--- src/rtl/logip_pkg.sv ---
// logip_pkg: shared byte/sample typedefs and helpers for the sample readback path.
// Revision 1.0
`default_nettype none

package logip_pkg;

  localparam int INPUT_BYTES  = 4;
  localparam int OUTPUT_BYTES = 4;

  typedef logic [7:0]                 byte_t;
  typedef byte_t [INPUT_BYTES-1:0]    sample_t;
  typedef byte_t [OUTPUT_BYTES-1:0]   word_t;

  function automatic int unsigned popcount(input logic [31:0] v);
    int unsigned n;
    n = 0;
    for (int i = 0; i < 32; i++) begin
      n = n + 32'(v[i]);
    end
    return n;
  endfunction

endpackage

`default_nettype wire

--- src/rtl/channel_scatter.sv ---
// channel_scatter: distributes the oldest-first packed bytes onto the enabled channel slots.
// Revision 1.0
`default_nettype none

module channel_scatter
  import logip_pkg::*;
#(
  parameter int INPUT = INPUT_BYTES
) (
  input  logic [INPUT-1:0]      cfg_i,
  input  logic [INPUT-1:0][7:0] bytes_i,
  output logic [INPUT-1:0][7:0] sample_o
);

  localparam int IW = (INPUT > 1) ? $clog2(INPUT) : 1;

  logic [IW-1:0] idx;

  // bytes_i[INPUT-1] is the oldest byte; it lands on the highest enabled channel.
  always_comb begin
    sample_o = '0;
    idx      = IW'(INPUT - 1);
    for (int ch = INPUT - 1; ch >= 0; ch--) begin
      if (!cfg_i[ch]) begin
        sample_o[ch] = bytes_i[idx];
        idx          = idx - IW'(1);
      end
    end
  end

endmodule

`default_nettype wire

--- src/rtl/sample_unpacker.sv ---
// sample_unpacker: re-expands packed memory words into per-channel byte samples.
// Revision 1.0
`default_nettype none

module sample_unpacker
  import logip_pkg::*;
#(
  parameter int INPUT  = INPUT_BYTES,
  parameter int OUTPUT = OUTPUT_BYTES
) (
  input  logic                   clk_i,
  input  logic                   rst_in,
  input  logic                   cfg_stb_i,
  input  logic [INPUT-1:0]       cfg_i,
  input  logic                   en_i,
  input  logic                   stb_i,
  output logic                   rdy_o,
  input  logic [OUTPUT-1:0][7:0] d_i,
  output logic                   stb_o,
  input  logic                   ack_i,
  output logic [INPUT-1:0][7:0]  q_o,
  output logic                   empty_o
);

  localparam int BW   = INPUT + OUTPUT - 1;
  localparam int CNTW = $clog2(INPUT + OUTPUT);
  localparam int TW   = $clog2(BW + INPUT);

  logic [INPUT-1:0]        cfg_q, cfg_d;
  logic [CNTW-1:0]         cnt_q, cnt_d;
  byte_t [BW-1:0]          buf_q, buf_d;
  byte_t [INPUT-1:0]       q_q, q_d;
  logic                    stb_q, stb_d;

  logic [CNTW-1:0]         w_n;
  logic                    w_n_zero;
  logic                    w_accept;
  logic                    w_load;
  byte_t [BW+INPUT-1:0]    w_ext;
  logic [TW-1:0]           w_top;
  byte_t [INPUT-1:0]       w_win;
  logic [INPUT-1:0][7:0]   w_sample;

  assign w_n      = CNTW'(INPUT - int'(popcount(32'(cfg_q))));
  assign w_n_zero = (w_n == '0);
  assign rdy_o    = (cnt_q < w_n) | w_n_zero;
  assign w_accept = en_i & stb_i & rdy_o;
  assign w_load   = en_i & ~w_n_zero & (cnt_q >= w_n) & (~stb_q | ack_i);

  // Zero padding below the buffer keeps the window index non-negative for any cnt.
  assign w_ext = {buf_q, {INPUT{8'h00}}};
  assign w_top = TW'(cnt_q) + TW'(INPUT - 1);

  always_comb begin
    w_win = '0;
    for (int j = 0; j < INPUT; j++) begin
      w_win[INPUT-1-j] = w_ext[w_top - TW'(j)];
    end
  end

  channel_scatter #(
    .INPUT    (INPUT)
  ) u_scatter (
    .cfg_i    (cfg_q),
    .bytes_i  (w_win),
    .sample_o (w_sample)
  );

  always_comb begin
    cfg_d = cfg_q;
    cnt_d = cnt_q;
    buf_d = buf_q;
    q_d   = q_q;
    stb_d = stb_q;
    if (cfg_stb_i) begin
      cfg_d = cfg_i;
      cnt_d = '0;
      buf_d = '0;
      q_d   = '0;
      stb_d = 1'b0;
    end else begin
      // With every channel disabled, accepted words are simply dropped.
      if (w_accept && !w_n_zero) begin
        buf_d = (BW*8)'({buf_q, d_i});
        cnt_d = cnt_q + CNTW'(OUTPUT);
      end
      if (w_load) begin
        q_d   = w_sample;
        stb_d = 1'b1;
        cnt_d = cnt_q - w_n;
      end else if (en_i && ack_i) begin
        stb_d = 1'b0;
      end
    end
  end

  always_ff @(posedge clk_i or negedge rst_in) begin
    if (!rst_in) begin
      cfg_q <= '0;
      cnt_q <= '0;
      buf_q <= '0;
      q_q   <= '0;
      stb_q <= 1'b0;
    end else begin
      cfg_q <= cfg_d;
      cnt_q <= cnt_d;
      buf_q <= buf_d;
      q_q   <= q_d;
      stb_q <= stb_d;
    end
  end

  assign stb_o   = stb_q;
  assign q_o     = q_q;
  assign empty_o = (cnt_q == '0) & ~stb_q;

endmodule

`default_nettype wire

--- config.mk ---
export PLATFORM = sky130hd
export DESIGN_NAME = sample_unpacker
export DESIGN_NICKNAME = d
export VERILOG_FILES = /design/src/rtl/logip_pkg.sv /design/src/rtl/channel_scatter.sv /design/src/rtl/sample_unpacker.sv
export SDC_FILE = /design/constraint.sdc
export NUM_CORES = 1
export LEC_CHECK = 0
export CAP_MARGIN = 20
export CELL_PAD_IN_SITES_DETAIL_PLACEMENT = 2
export CELL_PAD_IN_SITES_GLOBAL_PLACEMENT = 2
export CORE_MARGIN = 4
export CORE_UTILIZATION = 38
export DETAILED_ROUTE_END_ITERATION = 12
export HOLD_SLACK_MARGIN = 0.15
export PLACE_DENSITY = 0.87
export SYNTH_ARGS = -nofsm -noshare
export SYNTH_HDL_FRONTEND = slang
export SYNTH_HIERARCHICAL = 1
export SYNTH_SLANG_ARGS = --single-unit
export TNS_END_PERCENT = 1
--- constraint.sdc ---
create_clock -name clk_i -period 11.1 [get_ports clk_i]
set_clock_uncertainty 0.15 [all_clocks]
set_input_delay 2.22 -clock clk_i [delete_from_list [all_inputs] [get_ports clk_i]]
set_output_delay 2.22 -clock clk_i [all_outputs]
set_load 0.05 [all_outputs]
==> results.md <==
* Pin count of the biggest net entering global routing at between 70 and 80
* Cell repeated most along the worst path: ha_1
* Placed wire-length estimate after detailed placement at about 16000 um
* Gpl congestion at 0.870
* Startpoint type of the worst setup path: register
* CTS hold repair buffers at 0
* Part of the cycle the worst path needs at 57.7%
* Syn nets at 791
* Layout Nets at 825
* Post-route DRC violation count at 0
* Worst-case headroom to the max-slew limit at around 28%
* Cells along the critical path: inv_1 > fa_1 > ha_1 > ha_1 > inv_1 > ha_1 > a21oi_2 > nand2_1 > o31ai_1 > clkdlybuf4s50_1
* Count of warnings emitted by yosys at 6
* # Max-Cap Violations at 0
* Inserted Clock Buffers at 9
* Critical path's largest stage delay at 0.87 ns
* Cell type with the highest aggregate area in the netlist: dfrtp_1
* Post-Place Cell Area at about 7500 um^2
* CTS resizes at 0
* Cell at the root of the clock tree: clkbuf_16
* Area of all placed cells without fillers at between 7000 and 8000 um^2
* Setup-failing EPs final at 0
* Vias per cell at 5.95
* Sum of internal, switching and leakage power at 1.64 mW
* Kind of path behind the tightest hold check: reg -> reg
* Remaining global-route overflow at 0
* Layout Area Growth over Synthesis at 16.8%
* Buffer levels on the longest clock path at 2
* Routed WL per cell at 23.3 um
* Type of destination of the critical path: primary output
* RSZ-0062 raised after global routing: false
* Sequential share of the synthesized area at 35.6%
* Depth of the CTS H-tree at 3
* Peak clock frequency supported by timing at around 0.16 GHz
* Max rail drop VDD at about 0.12 mV
* Initial core utilization at 38.9%
* Total leakage power at 3.13 nW
* Total number of clock tree sinks at 96
* Register Area at 2400 um^2
* Buffers plus inverters on the worst setup path at 3
* Crit path setup slack, layout at roughly 4.7 ns
* Ys flop type: dfrtp_1
* Setup Fix Bufs, Post-CTS at 0
* Top post-synthesis cells by area: dfrtp_1 (36%), nand2_1 (8.0%), mux2i_1 (7.6%), mux4_2 (7.3%), a22o_1 (5.2%)
* Area occupied by multi-input gates at 3910 um^2
* Mapped Cells at 734
* Antenna diode count at 0
* Antenna violations before repair at 0
* Most used standard cells in the synthesized netlist: nand2_1 (144), dfrtp_1 (96), a21oi_1 (67)
* Area of the mapped netlist at 6750 um^2
* Tmin final at approximately 6.4 ns
* Vias at 5940
* Maximum net fanout on the critical path at 19
* Cell variety after synth at 53
* Count of final hold-check violations at 0
* Worst setup path category: reg -> out
* Die Y-Extent at 141 um
* Pre-CTS setup slack at 4.61 ns
* Top-area cell type share of the netlist area at 35.6%
* Die footprint at 20000 um^2
* Count of buffers from port buffering at 76
* Setup TNS at 0 ns
* Critical-path cell with the highest stage delay: clkdlybuf4s50_1
* DRC violation total after the first TritonRoute iteration at 359
* Number of global-route vias before repair at 6510
* First-pass GRT wire length at 36500 um
* Post-synth EDFFs at 0
* Core region area at approximately 17000 um^2
* Post-CTS clock slew at the launch and capture registers of the worst setup and hold paths at 0.07 ns
* Ratio of cells with drive above 1 in the final layout at 11.6%
* Run status: complete, no violations
* Number of top-level design ports at 77
* Most frequent cell after synthesis: nand2_1
* Power density cells at 208 nW/um^2
* Total of flip-flops plus latches after synthesis at 96
* Die X-Extent at 141 um
* Detailed Routing Iterations Pass 1 at 5
* Transition time at the pin with the least slew margin at 1.07 ns
* Overall global routing resource usage at 23.2%
* Clock tree from TritonCTS: done
* Floorplan row count at 48
* Family of cells with the greatest summed delay on the critical path: adder cells
* Routed Wire Length at 23300 um
* CP Data Required Time at 8.73 ns
* Residual antenna-violating net count after detailed routing at 0
* Proportion of synthesized flip-flops having asynchronous set or reset at between 90% and 100%
* Critical path arrival at 4.04 ns
* Avg Synthesized Cell Area at 9.19 um^2
* Final-layout fill cell count at 1868
* Final Max Slew Viols at 0
* Clock latency on the worst-skew pair at between 0.3 and 0.4 ns
==> per-layer routing <==
layer  global-route usage (%)  vias to the layer above  share of wire (%)  wire length, um
li1                         -                     2696                  -                -
met1                     28.7                     3056                 43             9960
met2                     41.3                      154                 51            11800
met3                     3.71                       34                4.0              927
met4                     7.90                        0                2.3              546
met5                        0                        -                  0                0
==> registers in the layout, summed over array words and instances, names as in the netlist <==
register,flops
stb_o,1
cfg_q,4
q_o,32
cnt_q,3
buf_q,56
==> final timing paths <==
path | startpoint | to | slack, ns | depth (start not counted)
worst max register to register | cnt_q[0] | q_o[14] | 4.89 | 13
worst min register to register | q_o[31] | q_o[31] | 0.36 | 1
worst min-delay path | q_o[31] | q_o[31] | 0.36 | 1
max in group asynchronous | rst_in | buf_q[15] | 7.98 | 2
min in group asynchronous | rst_in | cfg_q[2] | 1.71 | 1
worst max-delay path | cfg_q[3] | rdy_o | 4.69 | 10
==> power by group <==
| group | total [mW] | switching (mW) | internal [mW] |
|---|---|---|---|
| sequential | 0.426 | 0.0500 | 0.376 |
| clock | 0.370 | 0.143 | 0.227 |
| combinational | 0.844 | 0.552 | 0.291 |
| total | 1.64 | 0.746 | 0.894 |
==> stage by stage <==
step,utilization [%],hold WS [ns],cells
after global placement,43.1,0.336,980
after detailed placement,43.1,0.344,980
final,45.4,0.359,998
after CTS,45.1,0.359,996
after floorplan,-,0.367,734
after global routing,45.4,0.391,998
==> cell families after synthesis <==
family / after synthesis / share of synthesized area, %
buffers and inverters: 84 / 6.51
flip-flops: 96 / 35.6
multiplexers: 99 / 19.2
AO/OA/AOI/OAI: 199 / 18.8
adder cells (fa/ha/maj): 15 / 3.00
XOR/XNOR: 6 / 1.28
AND/OR/NAND/NOR: 235 / 15.6
==> worst reg2reg max path, stage by stage, from the launching register on <==
cell	delay, ns
dfrtp_2	0.35
buf_4	0.65
inv_1	0.52
ha_2	0.48
buf_4	0.71
clkinv_1	0.90
ha_1	0.51
nor2_1	0.11
nor3_1	0.06
o21ai_1	0.52
o22ai_1	0.26
mux4_2	0.51
and2b_1	0.17
a22o_1	0.19
==> layout by cell type (no fill, tap or decap), types with 3 or more instances in the layout <==
master / synthesis / final
a31oi_1: 17 / 17
mux4_2: 22 / 22
nor2_1: 37 / 37
nor2b_1: 13 / 13
clkbuf_16: 0 / 9
bufinv_16: 0 / 3
nand2_1: 144 / 144
o22ai_1: 24 / 24
ha_1: 13 / 12
inv_1: 21 / 21
nand3_1: 9 / 9
nand3b_1: 9 / 9
and2b_1: 6 / 6
o21ai_1: 4 / 4
nor3_1: 3 / 3
clkdlybuf4s50_1: 0 / 74
buf_4: 13 / 8
o21ai_0: 26 / 26
mux2i_1: 51 / 51
mux2_2: 26 / 26
dfrtp_1: 96 / 95
a22o_1: 40 / 40
a21oi_1: 67 / 67
a22oi_1: 8 / 8
==> area by class of cell <==
| class | count | share of cell area [%] |
|---|---|---|
| Clock buffer | 11 | 3.08 |
| Multi-Input combinational cell | 554 | 49.6 |
| Sequential cell | 96 | 30.5 |
| Tap cell | 225 | 3.57 |
| Clock inverter | 5 | 1.32 |
| Timing Repair Buffer | 85 | 10.9 |
| Inverter | 22 | 1.05 |
No activity file was read; power rests on OpenSTA's default activity.
